File: config.mk
export PLATFORM = sky130hd
export DESIGN_NAME = pc_unit
export DESIGN_NICKNAME = d
export VERILOG_FILES = /design/src/rtl/pc_unit.sv
export SDC_FILE = /design/constraint.sdc
export NUM_CORES = 1
export LEC_CHECK = 0
export CAP_MARGIN = 10
export CORE_ASPECT_RATIO = 1.25
export CORE_MARGIN = 1
export CORE_UTILIZATION = 45
export CTS_CLUSTER_DIAMETER = 150
export CTS_CLUSTER_SIZE = 20
export DETAILED_ROUTE_END_ITERATION = 8
export MAX_ROUTING_LAYER = met4
export PLACE_DENSITY = 0.81
export SLEW_MARGIN = 20
export SYNTH_ARGS = -nofsm -noshare
export SYNTH_HDL_FRONTEND = slang
export SYNTH_SLANG_ARGS = --single-unit
File: constraint.sdc
create_clock -name clk -period 8.6 [get_ports clk]
set_clock_uncertainty 0.1 [all_clocks]
set_input_delay 0.86 -clock clk [delete_from_list [all_inputs] [get_ports clk]]
set_output_delay 0.86 -clock clk [all_outputs]
set_load 0.05 [all_outputs]
File: src/rtl/pc_unit.sv
// pc_unit: program-counter block for the MIPS core.
// Holds the architectural PC and computes each next fetch address. It supports
// sequential, branch, J/JAL, JR, exception-vector and ERET flows, plus a stall.
// It also captures EPC and flags misaligned JR targets.
//
// Optional feature: define MIPS_DELAY_SLOT_EN to enable branch-delay-slot mode.
// In that mode a redirect first fetches pc+4 (the slot), and the FSM moves to
// SLOT. The stored target is loaded on the next non-stalled cycle. With the
// macro undefined, redirects take effect on the next edge. The FSM then has a
// single RUN state and exc_bd is tied to 0.
module pc_unit #(
    parameter int unsigned        ADDR_W   = 32,
    parameter logic [ADDR_W-1:0]  RESET_PC = ADDR_W'(32'h0000_3000),
    parameter logic [ADDR_W-1:0]  EXC_VEC  = ADDR_W'(32'h0000_4180)
) (
    input  logic              clk,
    input  logic              rst_n,
    input  logic              stall,
    input  logic [2:0]        npcop,
    input  logic              br_taken,
    input  logic [15:0]       imm16,
    input  logic [25:0]       imm26,
    input  logic [ADDR_W-1:0] rs_val,
    input  logic              exc_req,
    input  logic              eret,
    output logic [ADDR_W-1:0] pc,
    output logic [ADDR_W-1:0] pc_plus8,
    output logic [ADDR_W-1:0] epc,
    output logic              exc_bd,
    output logic              addr_err
);

    // Next-PC operation encoding driven by the controller; 101-111 act as SEQ.
    typedef enum logic [2:0] {
        NPC_SEQ = 3'b000,
        NPC_BR  = 3'b001,
        NPC_J   = 3'b010,
        NPC_JAL = 3'b011,
        NPC_JR  = 3'b100
    } npcop_e;

`ifdef MIPS_DELAY_SLOT_EN
    typedef enum logic {RUN, SLOT} state_e;
`else
    typedef enum logic {RUN} state_e;
`endif

    localparam logic [ADDR_W-1:0] FOUR  = ADDR_W'(4);
    localparam logic [ADDR_W-1:0] EIGHT = ADDR_W'(8);

    state_e            state;
    logic [ADDR_W-1:0] pc_plus4;
    logic [ADDR_W-1:0] br_target;
    logic [ADDR_W-1:0] j_target;
    logic [ADDR_W-1:0] redirect_target;
    logic              redirect;
    logic              jr_misaligned;

`ifdef MIPS_DELAY_SLOT_EN
    logic [ADDR_W-1:0] tgt_q;
    logic              exc_bd_q;
`endif

    assign pc_plus4  = pc + FOUR;

    // Branch offset is in words: sign-extend and scale by 4 before adding.
    assign br_target = pc_plus4 + {{(ADDR_W-18){imm16[15]}}, imm16, 2'b00};

    // Jump target keeps the upper region bits of pc+4 above bit 27.
    generate
        if (ADDR_W > 28) begin : g_jump_region
            assign j_target = {pc_plus4[ADDR_W-1:28], imm26, 2'b00};
        end else begin : g_jump_full
            assign j_target = {imm26, 2'b00};
        end
    endgenerate

`ifdef MIPS_DELAY_SLOT_EN
    assign pc_plus8 = pc + EIGHT;
    assign exc_bd   = exc_bd_q;
`else
    assign pc_plus8 = pc + FOUR;
    assign exc_bd   = 1'b0;
`endif

    // Decode npcop into a redirect request, its target, and the JR alignment fault.
    always_comb begin
        // NOTE: every signal gets a default before the case so no path can leave
        // it unassigned, which would otherwise infer a latch.
        redirect        = 1'b0;
        redirect_target = pc_plus4;
        jr_misaligned   = 1'b0;
        case (npcop)
            NPC_BR: begin
                if (br_taken) begin
                    redirect        = 1'b1;
                    redirect_target = br_target;
                end
            end
            NPC_J, NPC_JAL: begin
                redirect        = 1'b1;
                redirect_target = j_target;
            end
            NPC_JR: begin
                if (rs_val[1:0] != 2'b00) begin
                    jr_misaligned = 1'b1;
                end else begin
                    redirect        = 1'b1;
                    redirect_target = rs_val;
                end
            end
            default: ;
        endcase
    end

    // PC/EPC/slot state machine. Priority: exc_req, eret, stall, then npcop.
    always_ff @(posedge clk or negedge rst_n) begin
        if (!rst_n) begin
            state    <= RUN;
            pc       <= RESET_PC;
            epc      <= '0;
            addr_err <= 1'b0;
`ifdef MIPS_DELAY_SLOT_EN
            exc_bd_q <= 1'b0;
            // NOTE: tgt_q is plain datapath, but it is reset so that an
            // asynchronous reset leaves no stale redirect behind.
            tgt_q    <= '0;
`endif
        end else begin
            // NOTE: sequential state uses non-blocking assignments only, so
            // every right-hand side sees the pre-edge values (e.g. epc <= pc).
            addr_err <= 1'b0;
            if (exc_req) begin
                pc    <= EXC_VEC;
                state <= RUN;
`ifdef MIPS_DELAY_SLOT_EN
                if (state == SLOT) begin
                    // The faulting slot's branch sits one word behind pc.
                    epc      <= pc - FOUR;
                    exc_bd_q <= 1'b1;
                end else begin
                    epc      <= pc;
                    exc_bd_q <= 1'b0;
                end
`else
                epc   <= pc;
`endif
            end else if (eret) begin
                pc    <= epc;
                state <= RUN;
            end else if (!stall) begin
                case (state)
`ifdef MIPS_DELAY_SLOT_EN
                    SLOT: begin
                        // The delay slot has been fetched; npcop is ignored here.
                        pc    <= tgt_q;
                        state <= RUN;
                    end
`endif
                    default: begin
                        if (jr_misaligned) begin
                            epc      <= pc;
                            pc       <= EXC_VEC;
                            addr_err <= 1'b1;
`ifdef MIPS_DELAY_SLOT_EN
                            exc_bd_q <= 1'b0;
`endif
                        end else if (redirect) begin
`ifdef MIPS_DELAY_SLOT_EN
                            pc    <= pc_plus4;
                            tgt_q <= redirect_target;
                            state <= SLOT;
`else
                            pc    <= redirect_target;
`endif
                        end else begin
                            pc <= pc_plus4;
                        end
                    end
                endcase
            end
        end
    end

endmodule

==> summary.md, run 1 <==
| Metric | Value |
|---|---|
| Fin crit period | `4.674 ns` |
| Post-synth ARST share | `1.000` |
| Critical Path Start Type | `flop` |
| P_sw | `0.4175 mW` |
| # IOs | `181` |
| Remaining Overflow, GRT | `0` |
| Clock network power share | `0.333` |
| Yosys top cell area share | `0.2821` |
| Routed Antenna Nets | `0` |
| Root Driver | `clkbuf_16` |
| CP Data Required Time | `8.71 ns` |
| Post-CTS Setup Repair Bufs | `0` |
| Most frequent cells in the layout | `177 x clkdlybuf4s50_1, 63 x dfrtp_1, 52 x nand2_1` |
| Crit path arrival time | `4.79 ns` |
| Mapped Area | `0.005588 mm²` |
| Largest fanout on the critical path | `9` |
| Synth area leaders | `dfrtp_1 28%, ha_1 8.5%, mux2_2 6.2%, xnor2_1 5.2%, a21oi_1 4.3%` |
| P per Cell Area | `146.5 mW/mm²` |
| Core footprint | `0.01211 mm²` |
| Cells after synthesis | `634` |
| Later-pin clock latency in the skew report | `0.34 ns` |
| Post-synthesis sequential area ratio | `0.2915` |
| Vias per cell | `6.072` |
| Fin util | `0.6473` |
| Ys Warns | `0` |
| Post-synthesis register bit count | `65` |
| Post-CTS Hold Buffers | `0` |
| Die Ht | `126.6 µm` |
| R2r startpoint | `pc[4]` |
| Relative slew slack | `0.3749` |
| R2r setup slk | `3.93 ns` |
| Sequential Power Share | `0.305` |
| Worst hold slack | `0.4398 ns` |
| Int Pwr | `0.7302 mW` |
| Kind of critical path | `flop to flop` |
| End of the critical path | `pc[28]` |
| Peak supply drop | `0.09241 mV` |
| DR pass1 iterations | `5` |
| CTS tree | `yes` |
| Row count | `45` |
| Count of final setup violators | `0` |
| R2R cell count | `15` |
| NumNets Final | `921` |
| Post-DP HPWL | `14,560 µm` |
| Avg Cell Area, Syn | `8.814 µm²` |
| Clk pin slew, worst setup/hold paths | `0.06 ns` |
| TritonCTS Sinks | `65` |
| Post_cts resized | `0` |
| Total negative setup slack | `0 ns` |
| Max-cap viol count | `0` |
| Slew @ Worst Pin | `0.9325 ns` |
| CP startpoint | `pc[4]` |
| Dpl cells | `952` |
| Slew Limit Fails | `0` |
| Synth Net Count | `756` |
| Fin crit share | `0.5435` |
| Outcome | `complete, no violations` |
| Pin count of the biggest net entering global routing | `66` |
| Post-route DRC violation count | `0` |
| Share of layout cells above drive strength 1 | `0.09950` |
| Fin area | `0.007836 mm²` |
| Sw frac | `0.3638` |
| Max Buffers Root-to-Sink | `2` |
| Placed cell area | `0.007528 mm²` |
| Leak | `3.278 nW` |
| Initial antenna violation count | `0` |
| Distinct cells, synth | `69` |
| First-pass GRT wire length | `30,840 µm` |
| CTS Buf Count | `9` |
| Comb power frac | `0.363` |
| Vias in the first global route | `5,831` |
| Worst hold path class | `flop to flop` |
| H-tree Lvls | `3` |
| GRT Util Overall | `0.3249` |
| Port bufs | `179` |
| Ant. Diodes | `0` |
| Post-Route WL | `20,330 µm` |
| Most used DFF post-synth | `dfrtp_1` |
| RSZ-0062 raised after global routing | `no` |
| Layout area overhead | `40.24%` |
| Most common cell after layout, fill and taps aside | `clkdlybuf4s50_1` |
| Vias after detailed routing | `5,878` |
| Die area | `0.01287 mm²` |
| Routability Congestion | `0.9063` |
| Fmax | `214.0 MHz` |
| Number of synthesized flops with an enable pin | `0` |
| Layout Cells excl Fill | `968` |
| Drt first-iter violations | `368` |
| Final Hold Fails | `0` |
| Initial core utilization | `0.4616` |
| CP endpoint kind | `flop` |
| Wire length per cell | `21.01 µm` |
| Cell accounting for the most synthesized area | `dfrtp_1` |
| Die width | `101.7 µm` |
| Reg2reg end | `pc[28]` |
## state kept, by name (all words and copies together) (netlist names)
| register | flops |
|---|---|
| addr_err | 1 |
| epc | 32 |
| pc | 32 |
## cells by family after synthesis
group | count (synthesis) | synth area share
muxes | 34 | 0.06785
and+or+nand+nor | 190 | 0.1686
adders and majority gates | 39 | 0.08867
DFF | 65 | 0.2915
AOI/OAI and AO/OA | 202 | 0.2618
xor gates and xnor gates | 52 | 0.08151
buffers and inverters | 51 | 0.03941
other | 1 | 0.0006711
## Yosys cell counts, types with 6 or more instances
master / instances
a221oi_1: 11
a21oi_1: 48
nand4_1: 8
and3_1: 7
nand2_1: 52
a22oi_1: 6
nor3_1: 11
o21ai_0: 34
inv_1: 13
ha_1: 38
nand2b_1: 13
clkbuf_1: 28
nor2b_1: 10
xnor2_1: 33
dfrtp_1: 63
nor2_1: 43
nand3_1: 23
a221o_1: 6
xor2_1: 19
a211oi_1: 6
a222oi_1: 20
o22ai_1: 10
mux2_2: 31
a21o_1: 17
## power groups by stage
| stage | combinational, mW | clock [mW] | sequential (mW) |
|---|---|---|---|
| CTS | 0.415 | 0.390 | 0.349 |
| detailed placement | 0.412 | 0 | 0.354 |
| global placement | 0.410 | 0 | 0.353 |
| finish | 0.416 | 0.382 | 0.350 |
| floorplan | 0.200 | 0 | 0.413 |
| global route | 0.442 | 0.402 | 0.352 |
## how the worst min path moves through the flow
stage	slack, ns	end	depth (start not counted)	start
2_1_floorplan	0.46	addr_err	0	rst_n
3_3_place_gp	0.42	epc[21]	1	epc[21]
3_5_place_dp	0.42	epc[22]	1	epc[22]
4_1_cts	0.44	epc[30]	1	epc[30]
5_1_grt	0.46	epc[18]	1	epc[18]
6_report	0.44	epc[30]	1	epc[30]
## cell type report
class / instances / area, µm²
clock buffers: 12 / 256.5
clock inverters: 4 / 51.30
fillers: 1057 / 4269
inverters: 13 / 48.80
multi-input cells: 518 / 3766
flip-flops and latches: 65 / 1629
well taps: 164 / 205.2
repair buffers: 192 / 1879
## metrics by stage
step / power (mW) / setup slack, ns
2_1_floorplan: 0.6130 / 3.480
3_3_place_gp: 0.7634 / 3.920
3_5_place_dp: 0.7662 / 3.942
4_1_cts: 1.154 / 3.940
5_1_grt: 1.197 / 3.578
6_report: 1.148 / 3.926
## critical path: stages (launching register included)
cell	delay, ns
dfrtp_1	0.48
and4_1	0.37
and3_1	0.25
and2_1	0.32
nand4_1	0.17
xnor2_1	0.37
ha_1	0.31
and2_1	0.21
a221oi_1	0.50
nor2_1	0.07
or3_1	0.37
a21oi_1	0.28
o21ai_1	0.13
xor2_1	0.15
a222oi_1	0.34
a21oi_1	0.11
## metal layers
layer  track usage  vias to the layer above  part of all wire
met2        0.5489                      247              0.50
met5             -                        -                 0
met1        0.3880                     2867              0.40
li1              -                     2720                 -
met4        0.1245                        0             0.026
met3       0.04408                       44             0.065
Note: power is estimated with default switching activity, not from simulation.
==> run 2: changes to the inputs <==
Clock period 8.6 ns to 4.4 ns, I/O delays scaled along.
==> run 2 against run 1 <==
Against the previous run: the flow now finishes with violations (design-rule violations); non-clock buffer count rose by 9; critical path depth did not move; clock power rose by 94%; core utilization rose by 2.4 points.
==> summary.md, run 2 (synthesis gave the netlist of run 1 again) <==
| Metric | Value |
|---|---|
| Slew @ Worst Pin | `1.006 ns` |
| Drt first-iter violations | `506` |
| Share of layout cells above drive strength 1 | `0.1488` |
| Routed Antenna Nets | `0` |
| Post_cts resized | `0` |
| NumNets Final | `930` |
| Vias after detailed routing | `6,008` |
| Routability Congestion | `0.9566` |
| Worst hold path class | `input port to asynchronous set/reset pin` |
| Pin count of the biggest net entering global routing | `44` |
| Leak | `3.459 nW` |
| # IOs | `181` |
| Wire length per cell | `21.84 µm` |
| Core footprint | `0.01211 mm²` |
| Met1 Usage GRT | `0.4008` |
| Fmax | `243.4 MHz` |
| Ant. Diodes | `0` |
| Most common cell after layout, fill and taps aside | `clkdlybuf4s50_1` |
| Remaining Overflow, GRT | `0` |
| Later-pin clock latency in the skew report | `0.33 ns` |
| H-tree Lvls | `3` |
| Count of final setup violators | `0` |
| RSZ-0062 raised after global routing | `no` |
| Root Driver | `clkbuf_16` |
| Slowest stage cell, crit path | `dfrtp_2` |
| Vias in the first global route | `6,267` |
| Slew Limit Fails | `0` |
| Post-CTS Setup Repair Bufs | `0` |
| Failing checks | `design-rule violations` |
| Total negative setup slack | `0 ns` |
| Top flop regs | `epc x32, pc x32, addr_err x1` |
| CP Data Required Time | `4.51 ns` |
| Initial core utilization | `0.4616` |
| Port bufs | `179` |
| DR pass1 iterations | `9` |
| Post-Route WL | `21,340 µm` |
| Post-CTS Hold Buffers | `0` |
| Crit path arrival time | `4.21 ns` |
| Met2 Use GR | `0.5918` |
| TritonCTS Sinks | `65` |
| P per Cell Area | `279.6 mW/mm²` |
| Max-cap viol count | `0` |
| Layout area overhead | `45.43%` |
| Die width | `101.7 µm` |
| Die Ht | `126.6 µm` |
| Largest fanout on the critical path | `8` |
| Fin crit share | `0.9336` |
| GRT Util Overall | `0.3481` |
| Kind of critical path | `flop to flop` |
| Post-DP HPWL | `15,870 µm` |
| Post-route DRC violation count | `2` |
| Final Hold Fails | `0` |
| Relative slew slack | `0.3256` |
| Fin crit period | `4.108 ns` |
| Met3 Usage GRT | `0.04848` |
| First-pass GRT wire length | `33,040 µm` |
| Critical Path Start Type | `flop` |
| CTS Buf Count | `9` |
| Clk pin slew, worst setup/hold paths | `0.06 ns` |
| Die area | `0.01287 mm²` |
| Most frequent cells in the layout | `177 x clkdlybuf4s50_1, 55 x dfrtp_1, 52 x nand2_1` |
| Peak supply drop | `0.1810 mV` |
| CP Cell Sequence | `and4_1 > and3_1 > and2_2 > nand4_1 > xnor2_4 > ha_1 > and2_1 > a221oi_2 > nor2_1 > or3_1 > a21oi_1 > o21ai_1 > xor2_1 > a222oi_1 > a21oi_1` |
| Cell mode on critical path | `a21oi_1` |
| Global routing's busiest layer | `met2` |
| CP endpoint kind | `flop` |
| CTS tree | `yes` |
| Outcome | `finished, violations left` |
| Fin util | `0.6713` |
| Row count | `45` |
| Max Buffers Root-to-Sink | `2` |
| Vias per cell | `6.149` |
| Initial antenna violation count | `0` |
| Slowest stage delay, CP | `0.43 ns` |
-- run 2: changes by cell type in the layout (fill, tap and decap cells not counted), moves of 2 or more --
cell | previous run | this run
xnor2_1 | 33 | 17
xnor2_2 | 0 | 13
buf_4 | 13 | 22
dfrtp_1 | 63 | 55
dfrtp_2 | 0 | 8
inv_6 | 0 | 3
xnor2_4 | 0 | 3
xor2_1 | 19 | 16
clkbuf_8 | 2 | 0
xor2_2 | 0 | 2
-- run 2: cell type report --
| type | instances | area (µm²) |
|---|---|---|
| clock buffers | 9 | 225.2 |
| inverters | 13 | 48.80 |
| flip-flops and latches | 65 | 1639 |
| fillers | 1001 | 3979 |
| multi-input cells | 518 | 3971 |
| repair buffers | 201 | 1962 |
| well taps | 164 | 205.2 |
| clock inverters | 7 | 75.07 |
-- run 2: report_power, final --
group	internal [mW]	total, mW	switching, mW
sequential	0.636	0.688	0.0525
combinational	0.338	0.842	0.504
clock	0.444	0.742	0.298
total	1.42	2.27	0.855
-- run 2: per-layer routing --
metal | wire length [µm] | up-vias
met2 | 11000 | 296
met4 | 803 | 0
met5 | 0 | -
met1 | 8140 | 2910
li1 | - | 2733
met3 | 1390 | 69
-- run 2: worst paths after layout --
path                            cells past startpoint  startpoint  slack, ns       to
min in group clk                                    1     epc[22]       0.43  epc[22]
worst max register to register                     15       pc[8]       0.29   pc[28]
worst min register to register                      1     epc[22]       0.43  epc[22]
max in group asynchronous                           2       rst_n       3.38   pc[13]
worst max-delay path                               15       pc[8]       0.29   pc[28]
worst min-delay path                                1       rst_n       0.01  epc[28]
-- run 2: per-stage QoR --
stage	total power, mW	instances	setup WS [ns]	cell area (µm²)	hold slack (ns)
detailed placement	1.529	961	0.1132	7806	0.4228
floorplan	1.213	634	-0.04846	5786	0.04441
CTS	2.275	977	0.1004	8107	0.2101
finish	2.272	977	0.2920	8127	0.01337
global placement	1.518	961	0.2020	7806	0.4105
global route	2.362	977	0.05095	8127	0.04334
-- run 2: critical path, delay by kind of cell (launching register included) --
kind / cells / cell delay, ns
AO/OA/AOI/OAI: 5 / 1.12
XOR/XNOR: 2 / 0.43
adder cells (fa/ha/maj): 1 / 0.28
flip-flops: 1 / 0.43
AND/OR/NAND/NOR: 7 / 1.61
